--- config.mk ---
export PLATFORM = sky130hd
export DESIGN_NAME = stream_demux
export DESIGN_NICKNAME = d
export VERILOG_FILES = /design/src/rtl/stream_demux.sv
export SDC_FILE = /design/constraint.sdc
export NUM_CORES = 1
export LEC_CHECK = 0
export BUFFER_PORTS_ARGS = -buffer_cell sky130_fd_sc_hd__buf_2
export CORE_MARGIN = 8
export CORE_UTILIZATION = 41
export DETAILED_ROUTE_END_ITERATION = 7
export PLACE_DENSITY_LB_ADDON = 0.25
export SYNTH_ARGS = -nofsm -noshare
export SYNTH_HDL_FRONTEND = slang
export SYNTH_SLANG_ARGS = --single-unit
--- constraint.sdc ---
create_clock -name clk -period 1.59 [get_ports clk]
set_clock_uncertainty 0.1 [all_clocks]
set_input_delay 0.318 -clock clk [delete_from_list [all_inputs] [get_ports clk]]
set_output_delay 0.318 -clock clk [all_outputs]
set_load 0.02 [all_outputs]
--- src/rtl/stream_demux.sv ---
// Registered 1-to-NUM_OUT stream demux: one-entry buffer per output, route locked for a packet's duration.
// Optional build macro STREAM_DEMUX_CNT_EN adds saturating per-output delivered-beat counters on beat_cnt.

module stream_demux_lane #(
    parameter int WIDTH = 8
) (
    input  logic             clk,
    input  logic             reset_n,
    input  logic             i_load,
    input  logic [WIDTH-1:0] i_data,
    input  logic             i_last,
    input  logic             i_ready,
    output logic             o_valid,
    output logic [WIDTH-1:0] o_data,
    output logic             o_last,
    output logic [15:0]      o_cnt
);
    logic             r_full;
    logic [WIDTH-1:0] r_data;
    logic             r_last;
    logic             w_drain;

    assign w_drain = r_full && i_ready;

    // The top only loads when the slot is empty or draining, so a load always wins.
    always_ff @(posedge clk or negedge reset_n) begin
        if (!reset_n) begin
            r_full <= 1'b0;
            r_data <= '0;
            r_last <= 1'b0;
        end else if (i_load) begin
            r_full <= 1'b1;
            r_data <= i_data;
            r_last <= i_last;
        end else if (w_drain) begin
            r_full <= 1'b0;
        end
    end

    assign o_valid = r_full;
    assign o_data  = r_data;
    assign o_last  = r_last;

`ifdef STREAM_DEMUX_CNT_EN
    logic [15:0] r_cnt;

    always_ff @(posedge clk or negedge reset_n) begin
        if (!reset_n) begin
            r_cnt <= '0;
        end else if (w_drain && (r_cnt != 16'hFFFF)) begin
            r_cnt <= r_cnt + 16'd1;
        end
    end

    assign o_cnt = r_cnt;
`else
    assign o_cnt = '0;
`endif
endmodule

module stream_demux #(
    parameter int WIDTH   = 8,
    parameter int NUM_OUT = 4,
    parameter int SEL_W   = $clog2(NUM_OUT)
) (
    input  logic                     clk,
    input  logic                     reset_n,
    input  logic                     in_valid,
    output logic                     in_ready,
    input  logic [WIDTH-1:0]         in_data,
    input  logic [SEL_W-1:0]         in_sel,
    input  logic                     in_last,
    output logic [NUM_OUT-1:0]       out_valid,
    input  logic [NUM_OUT-1:0]       out_ready,
    output logic [NUM_OUT*WIDTH-1:0] out_data,
    output logic [NUM_OUT-1:0]       out_last,
    output logic                     err_drop,
    output logic [NUM_OUT*16-1:0]    beat_cnt
);
    typedef enum logic {S_IDLE = 1'b0, S_LOCKED = 1'b1} state_t;

    localparam logic [SEL_W:0] NUM_OUT_W = (SEL_W+1)'(NUM_OUT);

    state_t             r_state, w_state_nxt;
    logic [SEL_W-1:0]   r_lock_sel, w_lock_sel_nxt;
    logic               r_err_drop;
    logic [SEL_W-1:0]   w_route;
    logic               w_route_ok;
    logic               w_accept;
    logic [NUM_OUT-1:0] w_hit;
    logic [NUM_OUT-1:0] w_load;

    always_ff @(posedge clk or negedge reset_n) begin
        if (!reset_n) begin
            r_state    <= S_IDLE;
            r_lock_sel <= '0;
            r_err_drop <= 1'b0;
        end else begin
            r_state    <= w_state_nxt;
            r_lock_sel <= w_lock_sel_nxt;
            r_err_drop <= w_accept && !w_route_ok;
        end
    end

    always_comb begin
        w_state_nxt    = r_state;
        w_lock_sel_nxt = r_lock_sel;
        case (r_state)
            S_IDLE: begin
                if (w_accept && !in_last) begin
                    w_state_nxt    = S_LOCKED;
                    w_lock_sel_nxt = in_sel;
                end
            end
            S_LOCKED: begin
                if (w_accept && in_last) w_state_nxt = S_IDLE;
            end
            default: w_state_nxt = S_IDLE;
        endcase
    end

    // Unmapped routes (non power-of-2 NUM_OUT) are always ready so the packet is swallowed.
    always_comb begin
        w_route    = (r_state == S_LOCKED) ? r_lock_sel : in_sel;
        w_route_ok = ({1'b0, w_route} < NUM_OUT_W);
        w_hit      = '0;
        in_ready   = !w_route_ok;
        for (int k = 0; k < NUM_OUT; k++) begin
            w_hit[k] = w_route_ok && (w_route == SEL_W'(k));
            if (w_hit[k] && (!out_valid[k] || out_ready[k])) in_ready = 1'b1;
        end
        w_accept = in_valid && in_ready;
        w_load   = {NUM_OUT{w_accept}} & w_hit;
    end

    assign err_drop = r_err_drop;

    for (genvar k = 0; k < NUM_OUT; k++) begin : g_lane
        stream_demux_lane #(
            .WIDTH(WIDTH)
        ) u_lane (
            .clk     (clk),
            .reset_n (reset_n),
            .i_load  (w_load[k]),
            .i_data  (in_data),
            .i_last  (in_last),
            .i_ready (out_ready[k]),
            .o_valid (out_valid[k]),
            .o_data  (out_data[k*WIDTH +: WIDTH]),
            .o_last  (out_last[k]),
            .o_cnt   (beat_cnt[k*16 +: 16])
        );
    end
endmodule
==> results.py, run 1 <==
metrics = {
    "pwr": {
        "p_per_area_nw_per_um2": 1780,
        "vdd_drop_max_uv": 933,
        "p_leak_nw": 1.50,
    },
    "critical_path": {
        "required_ns": 1.17,
        "slowest_stage": "mux4_2",
        "critical_path_class": "reg -> out",
        "critical-path-max-stage-delay_ns": 0.47,
        "endpoint_kind": "output pin",
        "start_kind": "flop",
        "path_cells": "mux2_4 > mux4_2 > buf_6",
        "reg2reg_to": "r_lock_sel[1]$_DFFE_PN0P_",
        "ff2ff_setup_slack_ns": -0.45,
        "critPathTopFamily": "multiplexers",
        "cp.arrival_ns": 1.64,
        "worst-path-buf-inv": 1,
        "reg2reg_depth": 6,
        "cp_max_fo": 2,
    },
    "floorplanning": {
        "design.die.area_um2": 8350,
        "boundaryPins": 124,
        "die_y_um": 91.4,
        "die_w_um": 91.4,
        "core_um2": 5510,
        "rows": 27,
        "start_util": 0.423,
    },
    "route": {
        "drc": 0,
        "wire_per_inst_um": 15.0,
        "routed_wl_um": 5260,
        "viasPerCell": 4.13,
        "drt_iter0_drc": 19,
        "first_pass_iters": 4,
        "ant_nets": 0,
        "vias": 1450,
    },
    "timing": {
        "rsz0062_at_grt": "yes",
        "setup_violations": 40,
        "finalSetupTns_ns": -11.13,
        "fin_crit_ns": 2.06,
        "hold_viol": 0,
        "setup_slack_ns": -0.470,
        "timing.final.crit_share": 1.30,
        "timing.final.max_slew_violations": 0,
        "fmax_mhz": 485,
    },
    "clocking": {
        "clock-sinks": 43,
        "cts_root_buf": "clkbuf_8",
        "clock_latency_ns": 0.28,
        "numCtsBuffers": 5,
        "cts_max_path_buffers": 2,
        "cts_tree": "built",
        "cts.clk_slew.worst_paths_ns": 0.08,
        "htreeDepth": 2,
    },
    "synth": {
        "synth_cell_types": 24,
        "syn_area_um2": 2330,
        "synth-seq-cells": 43,
        "synth-seq-area-share": 0.462,
        "netlist_instances": 198,
        "yosysWarningCount": 0,
        "avgSynthCellArea_um2": 11.8,
    },
    "grt": {
        "grt_pass1_wl_um": 7830,
        "antenna_found_initial": 0,
        "grt_remaining_overflow": 0,
        "grt_max_degree": 31,
        "grt_pass1_vias": 1523,
        "grt.total_usage": 0.116,
    },
    "min_path": {
        "min_path_type": "in -> reg",
        "hold_depth": 2,
        "hold_path_end": "g_lane[0].u_lane.o_data[2]$_DFFE_PN0P_",
        "min_from": "in_data[2]",
    },
    "place": {
        "dp_hpwl_um": 3990,
        "io_buffers": 58,
        "dpl_cell_area_um2": 2570,
        "place_congestion": 0.756,
    },
    "finish": {
        "finalInstanceArea_um2": 2840,
        "area_delta_synth_final_pct": 21.7,
        "layout.nets": 298,
        "num_antenna_cells": 0,
        "drive_gt1_frac": 0.509,
    },
    "flow_run": {
        "drv_cap": 0,
    },
    "status": {
        "failed_checks": "setup timing",
        "status": "complete, but fails checks",
    },
}
==> repair_timing <==
| item | CTS | global route |
|---|---|---|
| hold buffers | 1 | 0 |
| setup endpoints to repair | 40 | 40 |
| endpoints found under the hold margin | 13 | 0 |
| setup buffers | 2 | 7 |
| gates cloned | 0 | 1 |
| pin swaps | 2 | 8 |
| gates resized for setup | 10 | 18 |
==> layer usage <==
| metal | GRT usage | part of all wire |
|---|---|---|
| met3 | 0.0658 | 0.11 |
| met1 | 0.133 | 0.40 |
| met2 | 0.181 | 0.49 |
| met5 | 0 | 0 |
| met4 | 0.0327 | 0.0017 |
==> worst register-to-register path, cell delays in order (launching register included) <==
cell	delay, ns
dfrtp_1	0.41
mux2_4	0.33
mux4_2	0.47
buf_4	0.16
buf_6	0.11
nand2_2	0.06
mux2_4	0.29
==> logic make-up after synthesis <==
logic type / share of synthesized area
DFF: 0.462
and+or+nand+nor: 0.0618
other: 0.00161
buffers and inverters: 0.245
AOI/OAI and AO/OA: 0.0166
muxes: 0.213
==> area by class of cell <==
class	instances	area, um^2
Inverter	2	7.51
Timing Repair Buffer	86	552
Clock inverter	1	7.51
Clock buffer	5	68.8
Fill cell	531	2670
Tap cell	72	90.1
Sequential cell	43	1080
Multi-Input combinational cell	142	1030
==> state kept, by name, indices dropped and copies added (netlist names), named ones only <==
signal,cells
r_lock_sel,2
g_lane.u_lane.o_valid,4
g_lane.u_lane.o_last,4
g_lane.u_lane.o_data,32
==> metrics by stage <==
stage / total power [mW] / hold WS, ns / std cells / utilization / setup WS, ns
final: 5.04 / 0.205 / 351 / 0.515 / -0.470
after global placement: 4.16 / 0.140 / 335 / 0.467 / -0.174
after global routing: 5.36 / 0.190 / 351 / 0.515 / -0.503
after floorplan: 3.56 / -0.0776 / 262 / - / -0.241
after detailed placement: 4.21 / 0.139 / 335 / 0.467 / -0.199
after CTS: 4.95 / 0.193 / 344 / 0.495 / -0.469
==> Yosys cell counts <==
cell / number / area share
o21ai_0: 3 / 0.0064
o22ai_1: 1 / 0.0027
buf_4: 74 / 0.24
o31ai_1: 1 / 0.0032
and2_1: 1 / 0.0027
buf_2: 1 / 0.0021
conb_1: 1 / 0.0016
nand3_2: 3 / 0.013
mux2i_1: 3 / 0.013
a21oi_1: 1 / 0.0021
mux2_4: 1 / 0.0064
nor3b_1: 1 / 0.0032
nand3_1: 1 / 0.0021
o21ai_1: 1 / 0.0021
nor3_1: 1 / 0.0021
nand2b_1: 6 / 0.016
clkbuf_1: 1 / 0.0016
nand3b_1: 1 / 0.0032
mux4_2: 1 / 0.0097
nor2_1: 1 / 0.0016
dfrtp_1: 43 / 0.46
nand2_1: 11 / 0.018
inv_1: 2 / 0.0032
mux2_2: 38 / 0.18
==> power breakdown <==
part	internal, mW	switching [mW]	leakage, nW	total [mW]
Sequential	1.60	0.244	0.512	1.85
Clock	0.292	0.350	0.0361	0.642
Combinational	1.13	1.43	0.956	2.55
Total	3.02	2.02	1.50	5.04
==> cell usage in the layout, fill, tap and decap left out, types with 2 or more instances in the layout <==
| master | instances |
|---|---|
| mux2_2 | 28 |
| nand2_1 | 10 |
| o21ai_1 | 2 |
| buf_2 | 57 |
| buf_4 | 18 |
| mux2_4 | 11 |
| clkbuf_8 | 5 |
| nand2b_1 | 4 |
| inv_1 | 2 |
| mux2i_1 | 3 |
| nand3_2 | 3 |
| conb_1 | 65 |
| dfrtp_1 | 43 |
| buf_6 | 9 |
| nand2b_4 | 3 |
==> how the worst max path moves through the flow <==
stage	cells after the start	end	from
floorplan	4	r_lock_sel[1]$_DFFE_PN0P_	flop
global placement	5	r_lock_sel[1]$_DFFE_PN0P_	in_sel[1]
detailed placement	4	r_lock_sel[1]$_DFFE_PN0P_	flop
CTS	3	in_ready	flop
global route	5	in_ready	flop
finish	3	in_ready	flop
Power figures use the tool's default switching activity.
==> inputs of run 2 (changes only) <==
TNS_END_PERCENT = 10   (was default)
==> run 2 against run 1 <==
Against the previous run: the flow still finishes with violations (setup timing); via count grew 2.5%; critical path depth is the same; die area is the same; flip-flop and latch count is the same; largest cell class unchanged; largest power group unchanged.
==> results.py, run 2 (synthesized netlist as in run 1, its figures left out) <==
metrics = {
    "status": {
        "status": "complete, but fails checks",
        "failed_checks": "setup timing",
    },
    "timing": {
        "timing.final.crit_share": 1.30,
        "hold_ws_ns": 0.164,
        "rsz0062_at_grt": "yes",
        "timing.final.max_slew_violations": 0,
        "setup_slack_ns": -0.477,
        "setup_violations": 39,
        "finalSetupTns_ns": -3.98,
        "fin_crit_ns": 2.07,
        "hold_viol": 0,
        "fmax_mhz": 484,
    },
    "grt": {
        "grt.total_usage": 0.123,
        "grt_pass1_wl_um": 8290,
        "grt_remaining_overflow": 0,
        "antenna_found_initial": 0,
        "grt_pass1_vias": 1614,
        "grt_max_degree": 24,
    },
    "finish": {
        "nFillCells": 541,
        "final_core_util": 0.502,
        "mostFrequentLayoutCell": "conb_1",
        "multi_input_area_um2": 975,
        "seq_area_um2": 1080,
        "drive_gt1_frac": 0.496,
        "layout_common_cells": "conb_1 (65), buf_2 (57), dfrtp_1 (43), mux2_2 (37), buf_4 (19)",
        "largest_register_ffs": 32,
        "num_antenna_cells": 0,
        "layoutNonFillerInstCount": 348,
        "layout.nets": 294,
        "finalInstanceArea_um2": 2770,
        "area_delta_synth_final_pct": 18.7,
    },
    "floorplanning": {
        "boundaryPins": 124,
        "rows": 27,
        "die_y_um": 91.4,
        "die_w_um": 91.4,
        "design.die.area_um2": 8350,
        "core_um2": 5510,
        "start_util": 0.423,
    },
    "critical_path": {
        "path_cells": "mux2_4 > mux4_2 > buf_6",
        "critical_path_class": "reg -> out",
        "endpoint_kind": "output pin",
        "cp.arrival_ns": 1.65,
        "slowest_stage": "mux4_2",
        "cp_max_fo": 2,
        "required_ns": 1.17,
        "start_kind": "flop",
        "critical-path-max-stage-delay_ns": 0.47,
    },
    "min_path": {
        "min_path_type": "in -> reg",
        "min_from": "in_last",
    },
    "route": {
        "viasPerCell": 4.27,
        "routed_wl_um": 5160,
        "wire_per_inst_um": 14.8,
        "ant_nets": 0,
        "first_pass_iters": 4,
        "drc": 0,
        "drt_iter0_drc": 47,
        "vias": 1486,
    },
    "place": {
        "place_congestion": 0.818,
        "place_inst": 339,
        "place_ws_ns": -0.219,
        "dp_hpwl_um": 4040,
        "io_buffers": 58,
        "dpl_cell_area_um2": 2580,
    },
    "flow_run": {
        "drv_cap": 0,
    },
    "clocking": {
        "htreeDepth": 2,
        "numCtsBuffers": 5,
        "cts.clk_slew.worst_paths_ns": 0.08,
        "cts_root_buf": "clkbuf_8",
        "cts_max_path_buffers": 2,
        "clock-sinks": 43,
        "cts_tree": "built",
        "clock_latency_ns": 0.29,
    },
    "pwr": {
        "vdd_drop_max_uv": 1050,
        "p_switching_mw": 2.00,
        "p_int_mw": 3.08,
        "power.total_mw": 5.08,
        "p_leak_nw": 1.44,
        "netSwitchingFraction": 0.393,
        "p_comb_frac": 0.474,
        "pwr-share-clk": 0.161,
        "p_per_area_nw_per_um2": 1840,
        "seqPwrFrac": 0.364,
    },
}
run 2: cell count changes in the layout (fill, tap and decap cells not counted):
cell and change:
mux2_2 +9, mux2_4 -9, buf_6 -4, a21oi_1 +1, a21oi_2 -1, buf_4 +1, bufinv_16 +1, clkbuf_1 +1
clkinvlp_4 -1, nand2b_4 -1, o22ai_2 +1, o22ai_4 -1
run 2: worst paths after layout:
path	endpoint	slack (ns)	cells past startpoint
max in group asynchronous	g_lane[2].u_lane.o_last$_DFFE_PN0P_	0.70	3
worst max register to register	r_lock_sel[1]$_DFFE_PN0P_	-0.34	5
worst max-delay path	in_ready	-0.48	3
worst min-delay path	flop	0.16	2
min in group asynchronous	g_lane[3].u_lane.o_data[4]$_DFFE_PN0P_	0.45	3
worst min register to register	g_lane[3].u_lane.o_last$_DFFE_PN0P_	0.40	1
run 2: layout make-up:
type / count / share of cell area
Clock buffer: 6 / 0.0262
Clock inverter: 1 / 0.0109
Inverter: 2 / 0.00271
Multi-Input combinational cell: 141 / 0.352
Sequential cell: 43 / 0.389
Tap cell: 72 / 0.0326
Timing Repair Buffer: 83 / 0.186
run 2: what timing repair did:
item	4_1_cts	5_1_grt
setup endpoints to repair	39	40
buffers inserted	1	0
hold buffers	1	0
hold endpoints to repair	43	0
resized for setup	12	2
pin swaps	1	0
run 2: routing by layer:
layer	global-route usage	wire length (um)	up-vias
met4	0.0491	88	0
met5	0	0	-
li1	-	-	676
met2	0.198	2450	89
met3	0.0667	751	9
met1	0.133	1870	712
run 2: worst max-delay path: cells and delay by family, from the launching register on:
kind,cells,cell delay (ns)
flip-flops,1,0.41
multiplexers,2,0.79
buffers and inverters,1,0.16
run 2: power by group through the flow:
stage | sequential, mW | combinational (mW) | clock, mW
floorplan | 2.38 | 1.16 | 0
global placement | 1.84 | 2.33 | 0
detailed placement | 1.87 | 2.36 | 0
CTS | 1.86 | 2.44 | 0.847
global route | 1.93 | 2.59 | 0.895
finish | 1.85 | 2.41 | 0.819
==> inputs of run 3 (changes only) <==
ABC_AREA = 1   (was default)
==> run 3 against run 2 <==
Against the previous run: the run still ends with setup timing left; via count grew 16%; sequential power is essentially flat; worst setup slack gained 0.24 ns; critical endpoint unchanged; hold slack gained 0.023 ns; critical path type unchanged; fmax grew 13%; sequential share of layout area shrank 0.053 points; die area grew 1.9%.
==> results.py, run 3 <==
metrics = {
    "critical_path": {
        "start_kind": "flop",
        "critical_path_class": "reg -> out",
        "ff2ff_setup_slack_ns": -0.19,
        "endpoint_kind": "output pin",
        "required_ns": 1.17,
        "cp.arrival_ns": 1.41,
        "cp_max_fo": 5,
    },
    "place": {
        "io_buffers": 58,
        "dpl_cell_area_um2": 2480,
        "dp_hpwl_um": 3950,
        "place_congestion": 0.747,
    },
    "synth": {
        "async_flop_share": 1.00,
        "yosys.area.top_type": "dfrtp_1",
        "synth_commonest_cells": "buf_4 (74), nand2_1 (57), dfrtp_1 (43)",
        "synth_flop_cell": "dfrtp_1",
        "synth-seq-area-share": 0.451,
        "synthTopCellsByArea": "dfrtp_1 (45%), buf_4 (23%), nand2_1 (9.0%)",
        "synth.most_common_cell": "buf_4",
        "syn_area_um2": 2380,
        "netlist_instances": 261,
        "yosys.area.top_type_share": 0.451,
        "synth_cell_types": 17,
        "synth-seq-cells": 43,
        "avgSynthCellArea_um2": 9.14,
        "synth_edf_count": 0,
        "yosysWarningCount": 0,
    },
    "timing": {
        "hold_viol": 0,
        "fin_crit_ns": 1.82,
        "slew_headroom": 0.639,
        "tightestPinTransition_ns": 0.541,
        "setup_violations": 43,
        "timing.final.max_slew_violations": 0,
        "fmax_mhz": 548,
        "rsz0062_at_grt": "yes",
        "setup_slack_ns": -0.234,
        "finalSetupTns_ns": -6.29,
        "timing.final.crit_share": 1.15,
    },
    "finish": {
        "largest_register_ffs": 32,
        "layout_common_cells": "conb_1 (65), buf_2 (57), nand2_1 (56), dfrtp_1 (43), o21ai_1 (26)",
        "final_core_util": 0.497,
        "layout.nets": 350,
        "mostFrequentLayoutCell": "conb_1",
        "drive_gt1_frac": 0.351,
        "multi_input_area_um2": 1010,
        "num_antenna_cells": 0,
        "seq_area_um2": 1080,
        "nFillCells": 556,
        "area_delta_synth_final_pct": 16.1,
        "finalInstanceArea_um2": 2770,
    },
    "grt": {
        "antenna_found_initial": 0,
        "grt_pass1_wl_um": 8640,
        "grt_remaining_overflow": 0,
        "grt_max_degree": 27,
        "grt.total_usage": 0.126,
        "grt_pass1_vias": 1689,
    },
    "pwr": {
        "vdd_drop_max_uv": 845,
        "p_leak_nw": 1.53,
        "p_per_area_nw_per_um2": 2170,
    },
    "min_path": {
        "min_path_type": "in -> reg",
    },
    "route": {
        "first_pass_iters": 4,
        "wire_per_inst_um": 14.7,
        "viasPerCell": 4.24,
        "ant_nets": 0,
        "vias": 1718,
        "drt_iter0_drc": 45,
        "routed_wl_um": 5960,
        "drc": 0,
    },
    "floorplanning": {
        "start_util": 0.428,
        "core_um2": 5570,
        "die_y_um": 92.3,
        "design.die.area_um2": 8510,
        "die_w_um": 92.3,
        "rows": 27,
        "boundaryPins": 124,
    },
    "clocking": {
        "cts_root_buf": "clkbuf_8",
        "numCtsBuffers": 5,
        "htreeDepth": 2,
        "cts_tree": "built",
        "clock-sinks": 43,
        "cts_max_path_buffers": 2,
        "cts.clk_slew.worst_paths_ns": 0.08,
        "clock_latency_ns": 0.29,
    },
    "status": {
        "status": "complete, but fails checks",
        "failed_checks": "setup timing",
    },
    "flow_run": {
        "drv_cap": 0,
    },
}
-- run 3: changes by cell type in the layout (fill, tap and decap cells not counted), moves of 4 or more --
cell,change
nand2_1,+46
mux2_2,-37
o21ai_1,+24
inv_1,+16
o21ai_2,+10
buf_4,-8
nand3_4,+8
nand2_2,+5
buf_6,-4
nand2b_1,-4
-- run 3: per-layer routing --
layer,vias up,GRT usage,wire (um)
li1,837,-,-
met1,803,0.162,2630
met2,72,0.190,2780
met3,6,0.0432,480
met4,0,0.0443,75
met5,-,0,0
-- run 3: worst paths after layout --
| kind | start | end | cells after the start |
|---|---|---|---|
| max reg2reg | flop | r_lock_sel[0]$_DFFE_PN0P_ | 12 |
| max in group asynchronous | reset_n | g_lane[0].u_lane.o_data[1]$_DFFE_PN0P_ | 3 |
| max | flop | in_ready | 8 |
| min | out_ready[3] | g_lane[3].u_lane.o_valid$_DFFE_PN0P_ | 3 |
| min in group asynchronous | reset_n | g_lane[1].u_lane.o_last$_DFFE_PN0P_ | 2 |
| min reg2reg | g_lane[0].u_lane.o_data[1]$_DFFE_PN0P_ | g_lane[0].u_lane.o_data[1]$_DFFE_PN0P_ | 2 |
-- run 3: worst max-delay path: stages (launching register included) --
cell and delay, ns:
dfrtp_1 0.44, inv_2 0.11, nand2_1 0.06, nand2_2 0.10, nand3_2 0.08, nand2_2 0.08
inv_2 0.06, nand2_8 0.07, buf_6 0.11
-- run 3: logic make-up after synthesis --
family,Yosys count,synth area share
and+or+nand+nor,81,0.169
AOI/OAI and AO/OA,37,0.0934
buffers and inverters,99,0.285
other,1,0.00157
DFF,43,0.451
-- run 3: layout make-up --
type / count / share of cell area
clock buffers: 8 / 0.0361
inverters: 21 / 0.0285
well taps: 72 / 0.0325
multi-input cells: 190 / 0.366
flip-flops and latches: 43 / 0.389
repair buffers: 71 / 0.148
-- run 3: repair_timing --
action / CTS / global route
gates cloned: 3 / 4
endpoints found under the hold margin: 17 / 0
pin swaps: 4 / 2
endpoints found under the setup margin: 38 / 44
hold buffers: 1 / 0
resized for setup: 10 / 8
buffers inserted: 4 / 0
-- run 3: through the flow --
stage / setup slack (ns) / hold slack (ns) / power (mW) / std cells
after global routing: -0.325 / 0.188 / 6.46 / 405
after global placement: -0.0368 / 0.183 / 4.62 / 385
final: -0.234 / 0.187 / 6.01 / 405
after floorplan: 0.0561 / -0.0776 / 4.03 / 325
after CTS: -0.232 / 0.180 / 5.78 / 401
after detailed placement: -0.0745 / 0.178 / 4.66 / 385
-- run 3: report_power, final --
group	total [mW]	internal, mW	switching, mW
logic	3.41	1.16	2.24
registers	1.85	1.58	0.264
clock network	0.755	0.397	0.358
total	6.01	3.14	2.87
